$ cat src/rtl/prng_jump_ctrl_if.sv
// User-side and generator-side signal bundle for the xoroshiro128+ jump controller.
// The slave modport is the controller's view; the master modport is the environment's view.
interface prng_jump_ctrl_if;
   localparam int unsigned W_WORD = 64;

   logic              i_start;
   logic              i_long;
   logic              i_cg;
   logic              i_seedValid;
   logic [W_WORD-1:0] i_seedS0;
   logic [W_WORD-1:0] i_seedS1;
   logic [W_WORD-1:0] i_s0;
   logic [W_WORD-1:0] i_s1;
   logic              o_cg;
   logic              o_seedValid;
   logic [W_WORD-1:0] o_seedS0;
   logic [W_WORD-1:0] o_seedS1;
   logic              o_busy;
   logic              o_done;

   modport slave (
      input  i_start, i_long, i_cg, i_seedValid, i_seedS0, i_seedS1, i_s0, i_s1,
      output o_cg, o_seedValid, o_seedS0, o_seedS1, o_busy, o_done
   );

   modport master (
      output i_start, i_long, i_cg, i_seedValid, i_seedS0, i_seedS1, i_s0, i_s1,
      input  o_cg, o_seedValid, o_seedS0, o_seedS1, o_busy, o_done
   );
endinterface

$ cat src/rtl/prng_jump_ctrl.sv
// Drives an external xoroshiro128+ generator through jump()/long_jump(): 128 stepping cycles
// accumulate the selected polynomial's state combination, then one cycle reseeds the generator.
module prng_jump_ctrl #(
   parameter logic [63:0] JUMP_LO  = 64'hdf900294d8f554a5,
   parameter logic [63:0] JUMP_HI  = 64'h170865df4b3201fc,
   parameter logic [63:0] LJUMP_LO = 64'hd2a98b26625eee7b,
   parameter logic [63:0] LJUMP_HI = 64'hdddf9b1090aa7ac1
) (
   input  logic                   i_clk,
   input  logic                   i_rst,
   prng_jump_ctrl_if.slave        bus
);

   localparam int unsigned W_WORD = 64;
   localparam int unsigned W_POLY = 128;
   localparam int unsigned W_CNT  = 7;
   localparam logic [W_CNT-1:0] CNT_LAST = W_CNT'(W_POLY - 1);

   typedef enum logic [1:0] {
      S_IDLE = 2'd0,
      S_STEP = 2'd1,
      S_LOAD = 2'd2
   } state_t;

   state_t              r_state;
   logic [W_CNT-1:0]    r_cnt;
   logic [W_WORD-1:0]   r_acc0;
   logic [W_WORD-1:0]   r_acc1;
   logic                r_mode;
   logic                r_busy;
   logic                r_done;

   logic [W_POLY-1:0]   w_poly;
   logic                w_bit;

   // Mode picks the constant pair; cnt walks it LSB-first, word 0 before word 1.
   assign w_poly = r_mode ? {LJUMP_HI, LJUMP_LO} : {JUMP_HI, JUMP_LO};
   assign w_bit  = w_poly[r_cnt];

   always_ff @(posedge i_clk) begin
      if (i_rst) begin
         r_state <= S_IDLE;
         r_cnt   <= '0;
         r_acc0  <= '0;
         r_acc1  <= '0;
         r_mode  <= 1'b0;
         r_busy  <= 1'b0;
         r_done  <= 1'b0;
      end else begin
         r_done <= 1'b0;
         case (r_state)
            S_IDLE: begin
               if (bus.i_start) begin
                  r_mode  <= bus.i_long;
                  r_cnt   <= '0;
                  r_acc0  <= '0;
                  r_acc1  <= '0;
                  r_busy  <= 1'b1;
                  r_state <= S_STEP;
               end
            end
            S_STEP: begin
               if (w_bit) begin
                  r_acc0 <= r_acc0 ^ bus.i_s0;
                  r_acc1 <= r_acc1 ^ bus.i_s1;
               end
               r_cnt <= r_cnt + W_CNT'(1);
               if (r_cnt == CNT_LAST) begin
                  r_state <= S_LOAD;
               end
            end
            S_LOAD: begin
               r_busy  <= 1'b0;
               r_done  <= 1'b1;
               r_state <= S_IDLE;
            end
            default: begin
               r_busy  <= 1'b0;
               r_state <= S_IDLE;
            end
         endcase
      end
   end

   // Idle is a transparent passthrough; while jumping the controller owns the generator.
   always_comb begin
      bus.o_cg        = bus.i_cg;
      bus.o_seedValid = bus.i_seedValid;
      bus.o_seedS0    = bus.i_seedS0;
      bus.o_seedS1    = bus.i_seedS1;
      if (r_state != S_IDLE) begin
         bus.o_cg        = 1'b1;
         bus.o_seedValid = (r_state == S_LOAD);
         bus.o_seedS0    = r_acc0;
         bus.o_seedS1    = r_acc1;
      end
   end

   assign bus.o_busy = r_busy;
   assign bus.o_done = r_done;

endmodule

$ cat src/flat_wrapper.sv
// flat-port wrapper written by rule: the top's interface ports become plain ports
module prng_jump_ctrl_flat 
#(
   parameter logic [63:0] JUMP_LO  = 64'hdf900294d8f554a5,
   parameter logic [63:0] JUMP_HI  = 64'h170865df4b3201fc,
   parameter logic [63:0] LJUMP_LO = 64'hd2a98b26625eee7b,
   parameter logic [63:0] LJUMP_HI = 64'hdddf9b1090aa7ac1
)
  (i_clk, i_rst, bus_i_start, bus_i_long, bus_i_cg, bus_i_seedValid, bus_i_seedS0, bus_i_seedS1, bus_i_s0, bus_i_s1, bus_o_cg, bus_o_seedValid, bus_o_seedS0, bus_o_seedS1, bus_o_busy, bus_o_done);
  prng_jump_ctrl_if bus_i ();
  input  logic i_clk;
  input  logic i_rst;
  input wire logic [$bits(bus_i.i_start)-1:0] bus_i_start;
  input wire logic [$bits(bus_i.i_long)-1:0] bus_i_long;
  input wire logic [$bits(bus_i.i_cg)-1:0] bus_i_cg;
  input wire logic [$bits(bus_i.i_seedValid)-1:0] bus_i_seedValid;
  input wire logic [$bits(bus_i.i_seedS0)-1:0] bus_i_seedS0;
  input wire logic [$bits(bus_i.i_seedS1)-1:0] bus_i_seedS1;
  input wire logic [$bits(bus_i.i_s0)-1:0] bus_i_s0;
  input wire logic [$bits(bus_i.i_s1)-1:0] bus_i_s1;
  output wire logic [$bits(bus_i.o_cg)-1:0] bus_o_cg;
  output wire logic [$bits(bus_i.o_seedValid)-1:0] bus_o_seedValid;
  output wire logic [$bits(bus_i.o_seedS0)-1:0] bus_o_seedS0;
  output wire logic [$bits(bus_i.o_seedS1)-1:0] bus_o_seedS1;
  output wire logic [$bits(bus_i.o_busy)-1:0] bus_o_busy;
  output wire logic [$bits(bus_i.o_done)-1:0] bus_o_done;
  assign bus_i.i_start = bus_i_start;
  assign bus_i.i_long = bus_i_long;
  assign bus_i.i_cg = bus_i_cg;
  assign bus_i.i_seedValid = bus_i_seedValid;
  assign bus_i.i_seedS0 = bus_i_seedS0;
  assign bus_i.i_seedS1 = bus_i_seedS1;
  assign bus_i.i_s0 = bus_i_s0;
  assign bus_i.i_s1 = bus_i_s1;
  assign bus_o_cg = bus_i.o_cg;
  assign bus_o_seedValid = bus_i.o_seedValid;
  assign bus_o_seedS0 = bus_i.o_seedS0;
  assign bus_o_seedS1 = bus_i.o_seedS1;
  assign bus_o_busy = bus_i.o_busy;
  assign bus_o_done = bus_i.o_done;
  prng_jump_ctrl #(.JUMP_LO(JUMP_LO), .JUMP_HI(JUMP_HI), .LJUMP_LO(LJUMP_LO), .LJUMP_HI(LJUMP_HI)) u_core (.i_clk(i_clk), .i_rst(i_rst), .bus(bus_i));
endmodule
$ cat config.mk
export PLATFORM = sky130hd
export DESIGN_NAME = prng_jump_ctrl_flat
export DESIGN_NICKNAME = d
export VERILOG_FILES = /design/src/rtl/prng_jump_ctrl_if.sv /design/src/rtl/prng_jump_ctrl.sv /design/src/flat_wrapper.sv
export SDC_FILE = /design/constraint.sdc
export NUM_CORES = 1
export LEC_CHECK = 0
export CORE_AREA = 2 2 151 153
export CTS_BUF_LIST = sky130_fd_sc_hd__clkbuf_4 sky130_fd_sc_hd__clkbuf_8 sky130_fd_sc_hd__clkbuf_16
export DETAILED_ROUTE_END_ITERATION = 6
export DIE_AREA = 0 0 153 155
export PLACE_DENSITY = 0.73
export SETUP_SLACK_MARGIN = 0.3
export SLEW_MARGIN = 5
export SYNTH_ARGS = -nofsm -noshare
export SYNTH_HDL_FRONTEND = slang
export SYNTH_SLANG_ARGS = --single-unit
$ cat constraint.sdc
create_clock -name i_clk -period 7.45 [get_ports i_clk]
set_input_delay 1.49 -clock i_clk [delete_from_list [all_inputs] [get_ports i_clk]]
set_output_delay 1.49 -clock i_clk [all_outputs]
set_load 0.005 [all_outputs]
# ---- Word-level counts from Yosys, hierarchy flattened
# Cells that the tools add are included.
# Widths: inputs -> output; s select.
dict set report op_classes {
  add_sub_neg 1
  order_cmp 1
  n_eq_ne 6
  muxes 20
  n_bitwise 3
  n_reduce_logical 8
}
# op n
set ops {}
lappend ops {{$mux 64} 5}
lappend ops {{$pmux 64 s2} 2}
lappend ops {{$mux 128} 1}
lappend ops {{$xor 64x64->64} 2}
lappend ops {{$pmux 7 s2} 1}
lappend ops {{$lt 7x8->1 const B} 1}
lappend ops {{$reduce_and 2->1} 4}
lappend ops {{$add 7x1->7 const B} 1}
lappend ops {{$bmux 1 s7} 1}
lappend ops {{$eq 7x7->1 const B} 1}
lappend ops {{$mux 7} 1}
lappend ops {{$mux 1} 5}
lappend ops {{$mux 2} 2}
lappend ops {{$ne 2x1->1 const B} 2}
lappend ops {{$pmux 2 s2} 1}
lappend ops {{$reduce_bool 2->1} 2}
lappend ops {{$reduce_and 3->1} 1}
lappend ops {{$eq 2x1->1 const B} 1}
lappend ops {{$eq 2x2->1 const B} 1}
lappend ops {{$logic_not 2->1} 1}
lappend ops {{$ne 2x2->1 const B} 1}
lappend ops {{$pmux 1 s2} 1}
lappend ops {{$not 1->1} 1}
dict set report word_totals {
  regBits 140
  in_bits 262
}

# ---- Depth between registers and ports, before layout
dict set report logic_depth {
  word_depth 5
  depth_mapped 12
  ltp_nobuf 9
}

# ---- Worst setup path before layout
# OpenSTA, ideal clock, no wires.
dict set report synth_timing {
  kind {input port to output port}
  start {input bus_i_cg}
  end {output bus_o_cg}
  arrival_ps 1803
  path_slack_ps 4157
  path_stages 1
  n_path_buf 0
  cell_sequence {or3_1}
}
dict set report synth_via {
  elab_chain_len 1
}
# item line
set synth_rtl {}
lappend synth_rtl {{from (decl)} flat_wrapper.sv:15} ;# input wire logic [$bits(bus_i.i_cg)-1:0] bus_i_cg;
lappend synth_rtl {{$mux 1} prng_jump_ctrl.sv:91} ;# if (r_state != S_IDLE) begin
lappend synth_rtl {{to (decl)} flat_wrapper.sv:21} ;# output wire logic [$bits(bus_i.o_cg)-1:0] bus_o_cg;
# Every way passes these cells.

# ---- Worst setup path in the final report
dict set report layout_timing {
  start {register u_core.r_state[1]}
  end {output bus_o_seedS1[9]}
}
dict set report layout_via {
  elab_chain_len 2
}
# item line
set layout_rtl {}
lappend layout_rtl {{from (decl)} prng_jump_ctrl.sv:25} ;# state_t r_state;
lappend layout_rtl {{from (signal assigned)} prng_jump_ctrl.sv:42} ;# r_state <= S_IDLE;
lappend layout_rtl {{from (signal assigned)} prng_jump_ctrl.sv:59} ;# r_state <= S_STEP;
lappend layout_rtl {{from (signal assigned)} prng_jump_ctrl.sv:69} ;# r_state <= S_LOAD;
lappend layout_rtl {{$reduce_bool 2->1} prng_jump_ctrl.sv:91}
lappend layout_rtl {{$mux 64} prng_jump_ctrl.sv:91}
lappend layout_rtl {{to (decl)} flat_wrapper.sv:24} ;# output wire logic [$bits(bus_i.o_seedS1)-1:0] bus_o_seedS1;
# Every way passes these cells.

==> flow_summary.ini <==
[clock_network]
ctsResizeCount = 0
cts_buffer_depth = 2
cts_tree = built
root_buffer = clkbuf_16
htree_num_levels = 4
cts.clk_slew.worst_paths_ps = 60
postCtsSetupBuffers = 0
clock-sinks = 140
ctsHoldBuffers = 0
clk-insertion-delay-late_ps = 420
cts_buffers = 17

[critical_path]
ff2ff_path_depth = 10
cp-endpoint = bus_o_seedS1[9]
worst_ep_arrival_time_ps = 2830
required_ps = 5960
r2r_start = u_core.r_cnt[0]$_SDFFE_PP0P_
cp_max_fo = 41
critPathLaunch = u_core.r_state[1]$_SDFFE_PP0P_
ff2ff_setup_slack_ps = 3410
crit_type = flop to primary output
end_kind = primary output
cp-start-kind = flop
timing.rr.end = u_core.r_acc1[62]$_SDFFE_PP0P_

[timing]
hold_viol_final = 0
fmax_mhz = 231
worst_pin_slew_ps = 1250
clock-skew-final_ps = 10.7
fin_crit_sh = 0.580
setup_viol = 0
min_period_ps = 4320
rsz0062_at_grt = no
final.setup.tns_ps = 0
slew_violations = 0
slew_headroom = 0.166
holdWs_ps = 478

[routing]
routed_wirelength_mm = 26.3
dr_total_vias = 8224
drt_first_pass_iters = 5
viasPerCell = 5.47
post_drt_wl_per_cell_microns = 17.5
antenna_left = 0
drc = 0
dr.first_iter.drc_count = 355

[logic_synthesis]
synth_warnings = 0
synthArstFlopShare = 0
yosysTopAreaCell = dfxtp_1
synthesis.nets = 1140
synth_top_family_by_area = compound AO/OA/AOI/OAI gates
netlist_area_sq_mm = 0.00825
synthTopCellsByArea = dfxtp_1 (34%), mux2_2 (18%), nor3b_1 (12%)
ys.flop_type = dfxtp_1
synth_xor_area_frac = 0.00106
ys_types = 45
muxShareOfSynthArea = 0.188
yosys.area_share.adder = 0.0137
ys_ff_latch = 140
synth_edf_count = 0
synth_simple_gate_area_frac = 0.158
yosysSeqAreaShare = 0.340
syn_avg_cell_area_sq_um = 9.49
syn_inst = 869
synth_compound_area_frac = 0.248
yosys.area.top_type_share = 0.340

[min_path]
hold_class = flop to flop

[grt]
grt_usage = 0.211
busiest_layer = met2
grt_first_pass_wirelength_mm = 40.8
grt_pass1_vias = 7952
grt_max_degree = 257
grtUsageMet3 = 0.0579
grt_use_met2 = 0.357
antenna_found_initial = 0
overflow = 0
met1_usage = 0.259

[cells_and_area]
fillers = 1967
drive_gt1_frac = 0.144
layout.nets = 1477
layout_commonest_cell = clkdlybuf4s50_1
syn_to_final_growth_pct = 55.5
final_cell_mix = clkdlybuf4s50_1 (393), dfxtp_1 (140), mux2_2 (130), nor3b_1 (129)
diodes = 0
post-route-cell-area_sq_mm = 0.0128

[power_and_ir_drop]
power.density_mw_per_mm2 = 170
power_w = 0.00218
ir_drop_uv = 131
p_leak_nw = 5.64

[placement]
place_area_sq_mm = 0.0122
dp_hpwl_mm = 18.8
place_congestion = 0.880
port_buffers = 393

[floorplanning]
start_util = 0.371
core_sq_mm = 0.0222
die_height_microns = 155
ios = 394
die_w_microns = 153
die_area_sq_mm = 0.0237
num_rows = 55

[outcome]
status = complete, no violations

[run]
maxCapViolations = 0
flip-flops by register name, indices dropped and copies added, names as in the netlist:
signal,flops
u_core.r_acc1,64
u_core.r_state,2
u_core.r_cnt,7
u_core.r_mode,1
u_core.r_acc0,64
u_core.bus.o_done,1
u_core.bus.o_busy,1
cell type report:
type / count / area, sq um / area share
clock inverters: 12 / 136 / 0.0106
well taps: 285 / 357 / 0.0278
flip-flops and latches: 140 / 2800 / 0.219
clock buffers: 19 / 447 / 0.0348
repair buffers: 400 / 4000 / 0.312
multi-input cells: 639 / 5050 / 0.394
inverters: 8 / 30.0 / 0.00234
cells in the mapped netlist (2+ instances only):
| library cell | number |
|---|---|
| a2111oi_0 | 2 |
| a211oi_1 | 2 |
| a21o_1 | 128 |
| a21oi_1 | 12 |
| a31oi_1 | 2 |
| buf_1 | 11 |
| buf_2 | 40 |
| buf_6 | 4 |
| clkbuf_1 | 26 |
| dfxtp_1 | 140 |
| ha_1 | 9 |
| inv_1 | 6 |
| mux2_2 | 130 |
| mux2i_1 | 4 |
| mux4_2 | 2 |
| nand2_1 | 11 |
| nand2b_1 | 5 |
| nand3_1 | 6 |
| nor2_1 | 15 |
| nor2b_1 | 14 |
| nor3_1 | 7 |
| nor3b_1 | 129 |
| o211ai_1 | 3 |
| o21ai_0 | 8 |
| o22ai_1 | 128 |
| o311a_1 | 2 |
| o41ai_1 | 2 |
| or3_1 | 4 |
report_power, final:
group	leakage, nW	internal (W)	switching [W]
Sequential	1.13	0.000769	0.0000208
Clock	0.280	0.000507	0.000346
Combinational	4.23	0.000346	0.000193
Total	5.64	0.00162	0.000560
worst max-delay path: stages (launching register included):
cell and delay [ps]:
dfxtp_1 380, nor2_4 170, buf_4 420, buf_4 530
mux2_2 390, clkdlybuf4s50_1 480
cell families after synthesis:
| logic type | count (synthesis) |
|---|---|
| AOI/OAI and AO/OA | 298 |
| and+or+nand+nor | 195 |
| DFF | 140 |
| muxes | 136 |
| buffers and inverters | 90 |
| adders and majority gates | 9 |
| xor gates and xnor gates | 1 |
through the flow:
| stage | worst slack (ps) | utilization | cells |
|---|---|---|---|
| final | 3130 | 0.577 | 1503 |
| after global routing | 2970 | 0.577 | 1503 |
| after CTS | 3090 | 0.577 | 1503 |
| after detailed placement | 3150 | 0.551 | 1472 |
| after global placement | 3190 | 0.551 | 1472 |
| after floorplan | 4160 | - | 869 |
how the worst min path moves through the flow:
stage / slack (ps) / cells after the start / from / endpoint
4_1_cts: 480 / 1 / u_core.r_acc1[32]$_SDFFE_PP0P_ / u_core.r_acc1[32]$_SDFFE_PP0P_
6_report: 480 / 1 / u_core.r_acc0[60]$_SDFFE_PP0P_ / u_core.r_acc0[60]$_SDFFE_PP0P_
2_1_floorplan: 450 / 1 / u_core.r_acc0[0]$_SDFFE_PP0P_ / u_core.r_acc0[0]$_SDFFE_PP0P_
3_5_place_dp: 460 / 1 / u_core.r_acc1[32]$_SDFFE_PP0P_ / u_core.r_acc1[32]$_SDFFE_PP0P_
5_1_grt: 500 / 1 / u_core.r_acc1[62]$_SDFFE_PP0P_ / u_core.r_acc1[62]$_SDFFE_PP0P_
3_3_place_gp: 450 / 1 / u_core.r_acc1[8]$_SDFFE_PP0P_ / u_core.r_acc1[8]$_SDFFE_PP0P_
routing by layer:
layer  vias up  part of all wire
met5         -                 0
met4         0             0.026
met2       306              0.47
met3        40             0.072
met1      3857              0.43
li1       4021                 -
No activity file was read; power rests on OpenSTA's default activity.
